`src/rtl/datapath_pkg.sv`:
```
// ============================================================================
// Module      : datapath_pkg
// Description : Shared datapath types and default sizing for the writeback
//               stage (result entry layout, FU / write-port defaults).
// Revision    : 1.0 - initial release
// ============================================================================
`default_nettype none

package datapath_pkg;

  localparam int NUM_FU_DEF       = 4;
  localparam int NUM_WB_PORTS_DEF = 1;
  localparam int DATA_W_DEF       = 32;
  localparam int REG_W_DEF        = 5;

  typedef logic [DATA_W_DEF-1:0] word_t;
  typedef logic [REG_W_DEF-1:0]  regbits_t;

  // One buffered register write: destination index plus result value
  typedef struct packed {
    regbits_t rd;
    word_t    data;
  } wb_entry_t;

endpackage : datapath_pkg

`default_nettype wire

```
`src/rtl/wb_fifo.sv`:
```
// ============================================================================
// Module      : wb_fifo
// Description : Small circular FIFO holding pending results of one FU.
//               Separate occupancy counter, naturally wrapping pointers,
//               synchronous flush and asynchronous reset.
// Revision    : 1.0 - initial release
// ============================================================================
`default_nettype none

module wb_fifo #(
  parameter int WIDTH = 37,
  parameter int DEPTH = 2
) (
  input  logic                     CLK,
  input  logic                     RST,
  input  logic                     flush,
  input  logic                     push,
  input  logic                     pop,
  input  logic [WIDTH-1:0]         din,
  output logic [WIDTH-1:0]         head,
  output logic [$clog2(DEPTH):0]   count,
  output logic                     full,
  output logic                     empty
);

  localparam int PTR_W = $clog2(DEPTH);
  localparam int CNT_W = PTR_W + 1;

  logic [WIDTH-1:0] r_mem [DEPTH];
  logic [PTR_W-1:0] r_wr_ptr;
  logic [PTR_W-1:0] r_rd_ptr;
  logic [CNT_W-1:0] r_count;
  logic             w_do_push;
  logic             w_do_pop;

  // Guard against overflow/underflow even if the caller misbehaves
  assign w_do_push = push & ~full;
  assign w_do_pop  = pop & ~empty;

  assign full  = (r_count == CNT_W'(DEPTH));
  assign empty = (r_count == '0);
  assign count = r_count;
  assign head  = r_mem[r_rd_ptr];

  // Storage array: no reset needed, validity is tracked by the counter
  always_ff @(posedge CLK) begin
    if (!flush && w_do_push) begin
      r_mem[r_wr_ptr] <= din;
    end
  end

  // Pointer and occupancy bookkeeping; push and pop together leave count as is
  always_ff @(posedge CLK or posedge RST) begin
    if (RST) begin
      r_wr_ptr <= '0;
      r_rd_ptr <= '0;
      r_count  <= '0;
    end else if (flush) begin
      r_wr_ptr <= '0;
      r_rd_ptr <= '0;
      r_count  <= '0;
    end else begin
      if (w_do_push) begin
        r_wr_ptr <= r_wr_ptr + PTR_W'(1);
      end
      if (w_do_pop) begin
        r_rd_ptr <= r_rd_ptr + PTR_W'(1);
      end
      case ({w_do_push, w_do_pop})
        2'b10:   r_count <= r_count + CNT_W'(1);
        2'b01:   r_count <= r_count - CNT_W'(1);
        default: r_count <= r_count;
      endcase
    end
  end

endmodule : wb_fifo

`default_nettype wire

```
`src/rtl/wb_arbiter.sv`:
```
// ============================================================================
// Module      : wb_arbiter
// Description : Multi-FU writeback stage. Buffers each FU result in its own
//               FIFO and drains FIFO heads onto NUM_WB_PORTS register-file
//               write ports with a round-robin arbiter that never lets two
//               ports write the same register in one cycle.
// Revision    : 1.0 - initial release
// ============================================================================
`default_nettype none

module wb_arbiter
  import datapath_pkg::*;
#(
  parameter int NUM_FU       = NUM_FU_DEF,
  parameter int NUM_WB_PORTS = NUM_WB_PORTS_DEF,
  parameter int FIFO_DEPTH   = 2,
  parameter int DATA_W       = DATA_W_DEF,
  parameter int REG_W        = REG_W_DEF
) (
  input  logic                                      CLK,
  input  logic                                      RST,
  input  logic                                      flush,
  input  logic [NUM_FU-1:0]                         fu_valid,
  input  logic [NUM_FU-1:0][REG_W-1:0]              fu_rd,
  input  logic [NUM_FU-1:0][DATA_W-1:0]             fu_data,
  output logic [NUM_FU-1:0]                         fu_ready,
  output logic [NUM_WB_PORTS-1:0]                   wb_en,
  output logic [NUM_WB_PORTS-1:0][REG_W-1:0]        wb_rd,
  output logic [NUM_WB_PORTS-1:0][DATA_W-1:0]       wb_data,
  output logic [$clog2(NUM_FU*FIFO_DEPTH+1)-1:0]    wb_pending
);

  localparam int RR_W   = $clog2(NUM_FU);
  localparam int CNT_W  = $clog2(FIFO_DEPTH) + 1;
  localparam int PEND_W = $clog2(NUM_FU*FIFO_DEPTH+1);
  localparam int ENT_W  = REG_W + DATA_W;

  logic [NUM_FU-1:0]                   w_push;
  logic [NUM_FU-1:0]                   w_pop;
  logic [NUM_FU-1:0]                   w_full;
  logic [NUM_FU-1:0]                   w_empty;
  logic [NUM_FU-1:0]                   w_grant;
  logic [NUM_FU-1:0][ENT_W-1:0]        w_head;
  logic [NUM_FU-1:0][CNT_W-1:0]        w_count;
  logic [RR_W-1:0]                     r_rr_ptr;
  logic [RR_W-1:0]                     w_rr_next;
  logic                                w_any_grant;
  logic [NUM_WB_PORTS-1:0]             w_en;
  logic [NUM_WB_PORTS-1:0][REG_W-1:0]  w_rd;
  logic [NUM_WB_PORTS-1:0][DATA_W-1:0] w_data;
  logic [PEND_W-1:0]                   w_pending;

  // Ready only looks at the registered count, so a full FIFO stays not-ready
  // in the cycle it is being drained
  assign fu_ready = ~w_full;

  // Grants are discarded while flushing
  assign w_pop = w_grant & ~{NUM_FU{flush}};

  generate
    for (genvar i = 0; i < NUM_FU; i++) begin : g_fifo
      // Writes to x0 are accepted but never buffered
      assign w_push[i] = fu_valid[i] & ~w_full[i] & (fu_rd[i] != '0) & ~flush;

      wb_fifo #(
        .WIDTH (ENT_W),
        .DEPTH (FIFO_DEPTH)
      ) u_fifo (
        .CLK   (CLK),
        .RST   (RST),
        .flush (flush),
        .push  (w_push[i]),
        .pop   (w_pop[i]),
        .din   ({fu_rd[i], fu_data[i]}),
        .head  (w_head[i]),
        .count (w_count[i]),
        .full  (w_full[i]),
        .empty (w_empty[i])
      );
    end
  endgenerate

  // Round-robin scan from rr_ptr, filling ports in order and skipping heads
  // whose destination is already being written this cycle
  always_comb begin : arb
    int              used;
    logic            conflict;
    logic [RR_W:0]   scan;
    logic [RR_W-1:0] idx;
    logic [RR_W-1:0] last;
    w_grant     = '0;
    w_en        = '0;
    w_rd        = '0;
    w_data      = '0;
    w_any_grant = 1'b0;
    w_rr_next   = r_rr_ptr;
    used        = 0;
    last        = '0;
    conflict    = 1'b0;
    scan        = '0;
    idx         = '0;
    for (int k = 0; k < NUM_FU; k++) begin
      scan = {1'b0, r_rr_ptr} + (RR_W+1)'(k);
      if (scan >= (RR_W+1)'(NUM_FU)) begin
        scan = scan - (RR_W+1)'(NUM_FU);
      end
      idx = scan[RR_W-1:0];
      if (!w_empty[idx] && (used < NUM_WB_PORTS)) begin
        conflict = 1'b0;
        for (int p = 0; p < NUM_WB_PORTS; p++) begin
          if ((p < used) && (w_rd[p] == w_head[idx][ENT_W-1:DATA_W])) begin
            conflict = 1'b1;
          end
        end
        if (!conflict) begin
          for (int p = 0; p < NUM_WB_PORTS; p++) begin
            if (p == used) begin
              w_en[p]   = 1'b1;
              w_rd[p]   = w_head[idx][ENT_W-1:DATA_W];
              w_data[p] = w_head[idx][DATA_W-1:0];
            end
          end
          w_grant[idx] = 1'b1;
          w_any_grant  = 1'b1;
          last         = idx;
          used         = used + 1;
        end
      end
    end
    if (w_any_grant) begin
      if (({1'b0, last} + (RR_W+1)'(1)) >= (RR_W+1)'(NUM_FU)) begin
        w_rr_next = '0;
      end else begin
        w_rr_next = last + RR_W'(1);
      end
    end
  end

  // Write ports go quiet during a flush cycle
  assign wb_en   = flush ? '0 : w_en;
  assign wb_rd   = flush ? '0 : w_rd;
  assign wb_data = flush ? '0 : w_data;

  // Round-robin pointer moves past the last FIFO served this cycle
  always_ff @(posedge CLK or posedge RST) begin
    if (RST) begin
      r_rr_ptr <= '0;
    end else if (flush) begin
      r_rr_ptr <= '0;
    end else if (w_any_grant) begin
      r_rr_ptr <= w_rr_next;
    end
  end

  // Total buffered entries, built only from the registered FIFO counts
  always_comb begin
    w_pending = '0;
    for (int i = 0; i < NUM_FU; i++) begin
      w_pending = w_pending + PEND_W'(w_count[i]);
    end
  end

  assign wb_pending = w_pending;

endmodule : wb_arbiter

`default_nettype wire

```
`config.mk`:
```
export PLATFORM = sky130hd
export DESIGN_NAME = wb_arbiter
export DESIGN_NICKNAME = d
export VERILOG_FILES = /design/src/rtl/datapath_pkg.sv /design/src/rtl/wb_fifo.sv /design/src/rtl/wb_arbiter.sv
export SDC_FILE = /design/constraint.sdc
export NUM_CORES = 1
export LEC_CHECK = 0
export CAP_MARGIN = 25
export CELL_PAD_IN_SITES_DETAIL_PLACEMENT = 1
export CELL_PAD_IN_SITES_GLOBAL_PLACEMENT = 1
export CORE_ASPECT_RATIO = 0.9
export CORE_MARGIN = 4
export CORE_UTILIZATION = 47
export CTS_CLUSTER_DIAMETER = 100
export CTS_CLUSTER_SIZE = 10
export DETAILED_ROUTE_END_ITERATION = 7
export PLACE_DENSITY_LB_ADDON = 0.1
export SLEW_MARGIN = 20
export SYNTH_ARGS = -nofsm -noshare
export SYNTH_HDL_FRONTEND = slang
export SYNTH_SLANG_ARGS = --single-unit
```
`constraint.sdc`:
```
create_clock -name CLK -period 8.3 [get_ports CLK]
set_input_delay 2.075 -clock CLK [delete_from_list [all_inputs] [get_ports CLK]]
set_output_delay 2.075 -clock CLK [all_outputs]
set_load 0.01 [all_outputs]
```
# Word level (Yosys, flattened, before mapping)
# Memory sizes are Yosys's and may differ from the RTL's.
# Cells that the tools add are included.
[word_totals]
in_bits = 155
word_cells = 285
mem_bits_rw = 296
romBits = 0
latchBits = 0
mem_count = 4
ff_bits = 18
output_inout_bits = 46
[classes]
addsub = 30
n_lt_le_gt_ge = 19
n_mul = 0
div_mod_pow = 0
eq_ne = 15
n_bitwise = 35
muxes = 127
shifts = 0
reduce_logical = 42
[mem_list]
columns = ["name", "words", "word_bits", "rd", "rd_clocked_by_memory_dff", "write_ports", "line_no", "source"]
rows = [
  ["g_fifo[0].u_fifo.r_mem", 2, 37, 1, 0, 1, "wb_fifo.sv:29", "logic [WIDTH-1:0] r_mem [DEPTH];"],
  ["g_fifo[1].u_fifo.r_mem", 2, 37, 1, 0, 1, "wb_fifo.sv:29", ""],
  ["g_fifo[2].u_fifo.r_mem", 2, 37, 1, 0, 1, "wb_fifo.sv:29", ""],
  ["g_fifo[3].u_fifo.r_mem", 2, 37, 1, 0, 1, "wb_fifo.sv:29", ""],
]
[ops]
columns = ["cell", "count"]
rows = [
  ["two-way mux 32 bit", 15],
  ["binary-select mux 37 bit (select 2 bit)", 4],
  ["two-way mux 37 bit", 4],
  ["logical NOT 32 bit", 3],
  ["less-than comparator 1 x 32 -> 1 bit (first input constant)", 3],
  ["less-than comparator 32 x 2 -> 1 bit (second input constant)", 3],
  ["adder 32 x 2 -> 32 bit (second input constant)", 2],
  ["two-way mux 1 bit", 56],
  ["two-way mux 5 bit", 11],
  ["two-way mux 2 bit", 18],
  ["two-way mux 4 bit", 7],
  ["AND 1 bit", 20],
  ["nonzero test 5 bit", 4],
  ["nonzero test 2 bit", 9],
  ["equality test 2 bit (second input constant)", 8],
  ["one-hot mux 2 bit (2 select lines)", 4],
  ["subtractor 2 x 1 -> 2 bit (second input constant)", 8],
  ["equality test 5 bit", 3],
  ["logical AND 1 bit", 14],
  [">= comparator 3 bit (second input constant)", 4],
  ["less-than comparator 2 x 3 -> 1 bit (second input constant)", 4],
  ["OR 4 bit", 3],
  ["nonzero test 3 bit", 4],
  ["adder 2 x 1 -> 2 bit (second input constant)", 5],
  ["16 further kinds", 52],
]

# Depth between registers and ports, before layout
# Gate-level depths: netlist of the first run.
[logic_depth]
ltp_word = 28
ltp_mapped = 22
depth_no_buf = 15

# By module
# A second synthesis of the first run with hierarchy kept.
[hier_totals]
hier_cells = 1044
area_unflattened_um2 = 16978.8
[modules_own_cells]
columns = ["mod", "seq_area_each_um2", "area_each_um2", "cells_each", "instances"]
rows = [
  ["wb_fifo", 2322.2, 2900.3, 142, 4],
  ["wb_arbiter", 50.0, 5377.7, 476, 1],
]

# Least setup slack after synthesis of the first run
# Ideal clock, no wire load.
[synth_timing]
path_kind = "register to output"
start = "register r_rr_ptr[0]"
end = "output wb_data[13] (netlist name)"
path_slack_ns = 1.006
arrival_time_ns = 5.219
required_ns = 6.225
path_buffers = 9
path_stages_with_launch = 21
cell_sequence = "dfrtp_1 -> buf_2 -> inv_2 -> buf_2 -> buf_2 -> buf_1 -> ha_1 -> clkinv_1 -> mux4_2 -> buf_2 -> buf_1 -> clkbuf_1 -> a21oi_1 -> o41ai_1 -> ha_1 -> clkbuf_1 -> a21oi_2 -> buf_2 -> a21oi_1 -> or3_1 -> a21oi_1"
[synth_lines]
columns = ["item", "line_no", "source"]
rows = [
  ["start: declaration", "wb_arbiter.sv:45", "logic [RR_W-1:0] r_rr_ptr;"],
  ["start signal: assignment", "wb_arbiter.sv:151", "r_rr_ptr <= w_rr_next;"],
  ["end: declaration", "wb_arbiter.sv:29", "output logic [NUM_WB_PORTS-1:0][DATA_W-1:0] wb_data,"],
]

==> results of run 1 <==
-- cell type report --
class                   count  area [sq um]  share of cell area
diodes                      1          2.50            0.000121
clock buffers              57          1020              0.0494
clock inverters             3          45.0             0.00218
inverters                   7          28.8             0.00139
multi-input cells         860          7380               0.356
flip-flops and latches    314          9350               0.452
well taps                 476           596              0.0288
repair buffers            238          2280               0.110
-- stage by stage --
| step | utilization | power [mW] | cell area [sq um] | worst slack (ns) |
|---|---|---|---|---|
| 4_1_cts | 0.574 | 8.06 | 20700 | 0.355 |
| 3_5_place_dp | 0.544 | 6.54 | 19600 | 0.949 |
| 5_1_grt | 0.574 | 8.50 | 20700 | 0.107 |
| 6_report | 0.574 | 8.06 | 20700 | 0.312 |
| 2_1_floorplan | - | 5.03 | 17100 | 1.01 |
| 3_3_place_gp | 0.544 | 6.43 | 19600 | 1.09 |
-- cells in the final DEF (no fill, tap or decap), types with 10 or more instances in the layout --
master / instances
o21ai_0: 42
mux2_2: 113
buf_4: 38
nor2_1: 80
clkdlybuf4s50_1: 199
clkbuf_1: 19
o22ai_1: 17
a31oi_1: 12
mux2i_1: 153
o221ai_1: 27
o211ai_1: 10
mux4_2: 56
clkbuf_16: 38
ha_1: 10
nand2_1: 50
dfrtp_1: 12
or3_1: 12
nand3_1: 35
a21oi_1: 84
xnor2_1: 16
edfxtp_1: 296
nand4_1: 12
-- logic make-up (layout without fill, tap and decap cells) --
logic type / count (synthesis) / count (layout) / share of synthesized area
flip-flops: 314 / 314 / 0.545
adder cells (fa/ha/maj): 15 / 15 / 0.0127
AND/OR/NAND/NOR: 249 / 249 / 0.0698
multiplexers: 324 / 324 / 0.239
buffers and inverters: 109 / 305 / 0.0274
AO/OA/AOI/OAI: 256 / 256 / 0.0982
other: 0 / 1 / 0
XOR/XNOR: 16 / 16 / 0.00817
-- state kept, by name, indices dropped and copies added (netlist names) --
signal,flops
g_fifo.u_fifo.count,8
g_fifo.u_fifo.r_mem,296
g_fifo.u_fifo.r_rd_ptr,4
g_fifo.u_fifo.r_wr_ptr,4
r_rr_ptr,2
-- worst max-delay path by stage --
stage,slack [ns],cells past startpoint,endpoint
global route,0.11,12,wb_data[21]
global placement,1.09,11,wb_rd[1]
finish,0.31,12,wb_data[21]
detailed placement,0.95,12,wb_data[6]
floorplan,1.01,20,wb_data[13]
CTS,0.36,12,wb_data[6]
-- routing by layer --
metal  GRT usage  wire (um)  vias up  share of wire
li1            -          -     5428              -
met1       0.371      23300     6401           0.43
met2       0.451      26300      461           0.48
met3      0.0457       3310       82          0.061
met4      0.0748       1370        2          0.025
met5           0         13        -        0.00024
-- report_power, final --
| part | internal [mW] | switching [mW] |
|---|---|---|
| sequential | 1.85 | 0.0867 |
| clock | 0.849 | 0.634 |
| combinational | 1.94 | 2.70 |
==> flow_summary.json, run 1 <==
{
  "cts-htree-levels": 2,
  "gr-total-overflow": 0,
  "max_freq_mhz": 125,
  "cts_post_setup_buffers_inserted": 0,
  "synthesis.area_sq_um": 17100,
  "cts.root.buffer_cell": "clkbuf_16",
  "average_routed_wire_per_standard_cell_um": 27.8,
  "fp.dieArea_sq_um": 39600,
  "r2r_setup_slack_ns": 3.03,
  "worst_path_bufs_invs": 2,
  "setup_total_negative_slack_ns": 0,
  "synthToLayoutAreaGrowth_pct": 20.8,
  "grt_pass1_vias": 13300,
  "tritoncts": "done",
  "yosys_reg_bits": 314,
  "leakage_nw": 7.03,
  "layout.filler_cells": 3523,
  "detail_route.iter0.violations": 1083,
  "wl_mm": 54.3,
  "setup.worst_path.end_class": "primary output",
  "run_status": "finished clean",
  "synth_common_cells": "edfxtp_1 (296), mux2i_1 (153), mux2_2 (113)",
  "critPathKind": "register to primary output",
  "critical_path.most_common_cell": "a21oi_1",
  "finalHoldViolCount": 0,
  "finalCriticalPeriod_ns": 7.99,
  "place_inst": 1895,
  "cts_sink_count": 314,
  "detailedPlacementHpwl_mm": 35.8,
  "clock_skew_ns": 0.0133,
  "path_cells": "mux2_2, mux4_2, xnor2_1, o32ai_1, a21oi_1, o41ai_1, ha_1, a2111oi_4, buf_4, a22oi_1, a21oi_1, clkdlybuf4s50_1",
  "rr_endpoint": "g_fifo[0].u_fifo.r_rd_ptr",
  "die_h_um": 189,
  "routed_via_density": 6.33,
  "reg2reg_depth": 12,
  "final_min_period_over_clock_period": 0.962,
  "cp.arrival_ns": 5.91,
  "timing.hold.ws_ns": 0.582,
  "cpPeakStageDelay_ns": 0.89,
  "synth-main-ff-cell": "edfxtp_1",
  "synth-edff-count": 296,
  "path_max_fanout": 16,
  "grt_pass1_wl_mm": 82.3,
  "clock_tree.buffer_depth": 3,
  "min-delay-path-class": "register to register",
  "report.final.slew_viol_count": 0,
  "port_buffers": 200,
  "design.portCount": 201,
  "yosys.area.top_type": "edfxtp_1",
  "synth.top_cells.by_area": "edfxtp_1 (52%), mux2i_1 (8.9%), mux2_2 (7.4%)",
  "synth_seq_area_share": 0.545,
  "peakVddDrop_mv": 0.252,
  "clkTransAtPathRegs_ns": 0.06,
  "rr_startpoint": "g_fifo[3].u_fifo.r_rd_ptr",
  "maximum_number_of_pins_on_one_net_before_global_route_repair": 62,
  "critical_path.slowest_cell": "a2111oi_4",
  "final_layout_size_suffix_gt1_frac": 0.189,
  "floorplan.die.width_um": 209,
  "cp_top_family": "compound AO/OA/AOI/OAI gates",
  "ys_types": 68,
  "floorplan.initialDensity": 0.475,
  "worst-endpoint-required_ns": 6.23,
  "asyncSetResetFlopFracSynth": 0.0573,
  "worstHoldEndpoint": "g_fifo[3].u_fifo.r_wr_ptr",
  "timing.hold.worst.start": "g_fifo[3].u_fifo.r_wr_ptr",
  "worstSetupStartpoint": "g_fifo[3].u_fifo.r_rd_ptr",
  "rsz0062_at_grt": "no",
  "place.gp.congestion": 0.851,
  "setup.worst_path.start_class": "register",
  "drc": 0,
  "coreArea_sq_um": 36100,
  "max_slew_margin": 0.238,
  "finalNonFillerCells": 1956,
  "detailedRoute.firstPassIterationCount": 6,
  "synth_warnings": 0,
  "dr_total_vias": 12400,
  "syn_area_per_cell_sq_um": 13.4,
  "hold_depth": 1,
  "postRouteAntennaNets": 0,
  "dominant_cell_by_count_in_the_synthesized_netlist": "edfxtp_1",
  "p_per_area_nw_per_um2": 389,
  "globalRouteTotalUtil": 0.271,
  "yosys.area.top_type_share": 0.519,
  "post_synth_inst_count": 1283,
  "cts_resized": 0,
  "placement_rows": 66,
  "worst_skew_pair.late_latency_ns": 0.54,
  "tightest_slew_ns": 1.13,
  "grt_antenna_before_repair": 1,
  "cts_hold_repair.buffers": 0,
  "finish.net_count": 1628,
  "cts_buffers": 37,
  "cap_viol_max_count": 0,
  "syn_nets": 1453,
  "setup_violations": 0
}
No activity file was read; power rests on OpenSTA's default activity.
==> inputs of run 2 (changes only) <==
--- a/config.mk
+++ b/config.mk
@@ -12,7 +12,7 @@
 export CORE_MARGIN = 4
 export CORE_UTILIZATION = 47
 export CTS_CLUSTER_DIAMETER = 100
-export CTS_CLUSTER_SIZE = 10
+export CTS_CLUSTER_SIZE = 28
 export DETAILED_ROUTE_END_ITERATION = 7
 export PLACE_DENSITY_LB_ADDON = 0.1
 export SLEW_MARGIN = 20
==> run 2 against run 1 <==
Effect of this change:
- combinational power is essentially flat
- cell area shrank 3.0%
- wire length shrank 1.6%
- hold slack gained 0.0059 ns
- critical path type unchanged
- largest power group unchanged
==> flow_summary.json, run 2 (synthesis results as in run 1) <==
{
  "largest_register_ffs": 296,
  "leading_cell_type_in_the_layout_fill_and_taps_excluded": "edfxtp_1",
  "cap_viol_max_count": 0,
  "timing.hold.worst.start": "g_fifo[3].u_fifo.r_wr_ptr",
  "max_freq_mhz": 125,
  "postRouteAntennaNets": 0,
  "setup_total_negative_slack_ns": 0,
  "drc": 0,
  "final_min_period_over_clock_period": 0.967,
  "path_max_fanout": 16,
  "run_status": "finished clean",
  "grt_antenna_before_repair": 3,
  "tightest_slew_ns": 1.10,
  "fp.dieArea_sq_um": 39600,
  "final_layout_size_suffix_gt1_frac": 0.179,
  "cts_post_setup_buffers_inserted": 0,
  "floorplan.initialDensity": 0.475,
  "rr_startpoint": "g_fifo[3].u_fifo.r_rd_ptr",
  "synthToLayoutAreaGrowth_pct": 17.1,
  "cp_top_family": "compound AO/OA/AOI/OAI gates",
  "final_cell_mix": "edfxtp_1 (296), clkdlybuf4s50_1 (199), mux2i_1 (153)",
  "place.gp.congestion": 0.851,
  "top_layer": "met5",
  "setup.worst_path.start_class": "register",
  "grt_pass1_wl_mm": 80.3,
  "critPathKind": "register to primary output",
  "floorplan.die.width_um": 209,
  "finalHoldViolCount": 0,
  "maximum_number_of_pins_on_one_net_before_global_route_repair": 62,
  "die_h_um": 189,
  "worst_path_bufs_invs": 2,
  "cp.arrival_ns": 5.95,
  "finish.net_count": 1606,
  "detailed_place.area_sq_um": 19600,
  "detailedRoute.firstPassIterationCount": 6,
  "wl_mm": 53.4,
  "r2r_setup_slack_ns": 3.01,
  "port_buffers": 200,
  "dr_total_vias": 12200,
  "cts_resized": 0,
  "worstHoldEndpoint": "g_fifo[3].u_fifo.r_wr_ptr",
  "gr-total-overflow": 0,
  "setup_violations": 0,
  "hold_depth": 1,
  "wl_met1_mm": 22.7,
  "rsz0062_at_grt": "no",
  "timing.final.ws_setup_ns": 0.275,
  "routed_via_density": 6.35,
  "multi_input_comb_area_sq_um": 7380,
  "cpPeakStageDelay_ns": 0.89,
  "top_register": "g_fifo.u_fifo.r_mem",
  "leakage_nw": 6.73,
  "cts-htree-levels": 1,
  "finalCoreUtilization": 0.556,
  "clock_tree.buffer_depth": 3,
  "report.final.slew_viol_count": 0,
  "detailedPlacementHpwl_mm": 35.8,
  "globalRouteTotalUtil": 0.264,
  "cts_hold_repair.buffers": 0,
  "place_inst": 1895,
  "worst_skew_pair.late_latency_ns": 0.54,
  "cell_count_along_the_critical_path": 12,
  "rr_endpoint": "g_fifo[0].u_fifo.r_rd_ptr",
  "clkTransAtPathRegs_ns": 0.10,
  "cts_buffers": 15,
  "design.portCount": 201,
  "regArea_sq_um": 9350,
  "finalNonFillerCells": 1922,
  "path_cells": "mux2_2, mux4_2, xnor2_1, o32ai_1, a21oi_1, o41ai_1, ha_1, a2111oi_4, buf_4, a22oi_1, a21oi_1, clkdlybuf4s50_1",
  "layout.filler_cells": 3572,
  "reg2reg_depth": 12,
  "detail_route.iter0.violations": 1019,
  "finalCriticalPeriod_ns": 8.02,
  "average_routed_wire_per_standard_cell_um": 27.8,
  "clock_skew_ns": 0.0197,
  "peakVddDrop_mv": 0.186,
  "cts.root.buffer_cell": "clkbuf_16",
  "coreArea_sq_um": 36100,
  "final_design_area_no_fill_sq_um": 20100,
  "tritoncts": "done",
  "wl_met3_mm": 3.42,
  "setup.worst_path.end_class": "primary output",
  "min-delay-path-class": "register to register",
  "grt_pass1_vias": 13000,
  "place_ws_ns": 0.949,
  "max_slew_margin": 0.258,
  "critical_path.most_common_cell": "a21oi_1",
  "placement_rows": 66,
  "critical_path.slowest_cell": "a2111oi_4",
  "worst-endpoint-required_ns": 6.23,
  "met2WireLength_mm": 25.4,
  "cts_sink_count": 314,
  "p_per_area_nw_per_um2": 370
}
## run 2: changes by cell type in the layout (fill, tap and decap cells not counted)
cell | before | now
diode_2 | 1 | 2
clkinv_4 | 1 | 0
inv_16 | 1 | 0
inv_6 | 0 | 1
clkbuf_1 | 19 | 6
clkbuf_16 | 38 | 15
clkinvlp_4 | 0 | 2
## run 2: area by class of cell
class	count	area share
inverters	7	0.00143
multi-input cells	860	0.367
diodes	2	0.000249
clock inverters	4	0.00199
repair buffers	238	0.114
flip-flops and latches	314	0.466
clock buffers	21	0.0198
well taps	476	0.0297
## run 2: metrics by stage
stage	hold WS, ns	power (mW)
final	0.588	7.42
after global routing	0.643	7.85
after CTS	0.610	7.42
after detailed placement	0.592	6.54
after global placement	0.560	6.43
after floorplan	0.475	5.03
## run 2: report_power, final
part	internal, mW	switching, mW
logic	1.94	2.70
registers	1.85	0.0866
clock network	0.349	0.502
## run 2: worst max path at each step
stage	start	end	slack, ns
floorplan	r_rr_ptr[0]	wb_data[13]	1.01
global placement	g_fifo[3].u_fifo.r_rd_ptr	wb_rd[1]	1.09
detailed placement	g_fifo[3].u_fifo.r_rd_ptr	wb_data[6]	0.95
CTS	g_fifo[3].u_fifo.r_rd_ptr	wb_data[6]	0.36
global route	r_rr_ptr[1]	wb_data[21]	0.11
finish	g_fifo[3].u_fifo.r_rd_ptr	wb_data[21]	0.28
## run 2: routing by layer
metal,vias to the layer above,GRT usage
met5,-,0
met4,2,0.0871
met3,89,0.0484
met2,457,0.430
met1,6287,0.363
li1,5378,-
## run 2: worst register-to-register path: stages, from the launching register on
cell	delay, ns
dfrtp_2	0.77
mux2_2	0.43
mux4_2	0.51
xnor2_1	0.16
o32ai_1	0.27
a21oi_1	0.12
o41ai_1	0.55
ha_1	0.47
a2111oi_4	0.90
buf_4	0.33
and2_2	0.24
o21ai_2	0.09
mux2_4	0.32
==> inputs of run 3 (changes only) <==
--- a/config.mk
+++ b/config.mk
@@ -19,3 +19,4 @@
 export SYNTH_ARGS = -nofsm -noshare
 export SYNTH_HDL_FRONTEND = slang
 export SYNTH_SLANG_ARGS = --single-unit
+export TNS_END_PERCENT = 50
==> results of run 3 <==
Same layout as run 2: the final DEF is identical, and so are final timing and power.
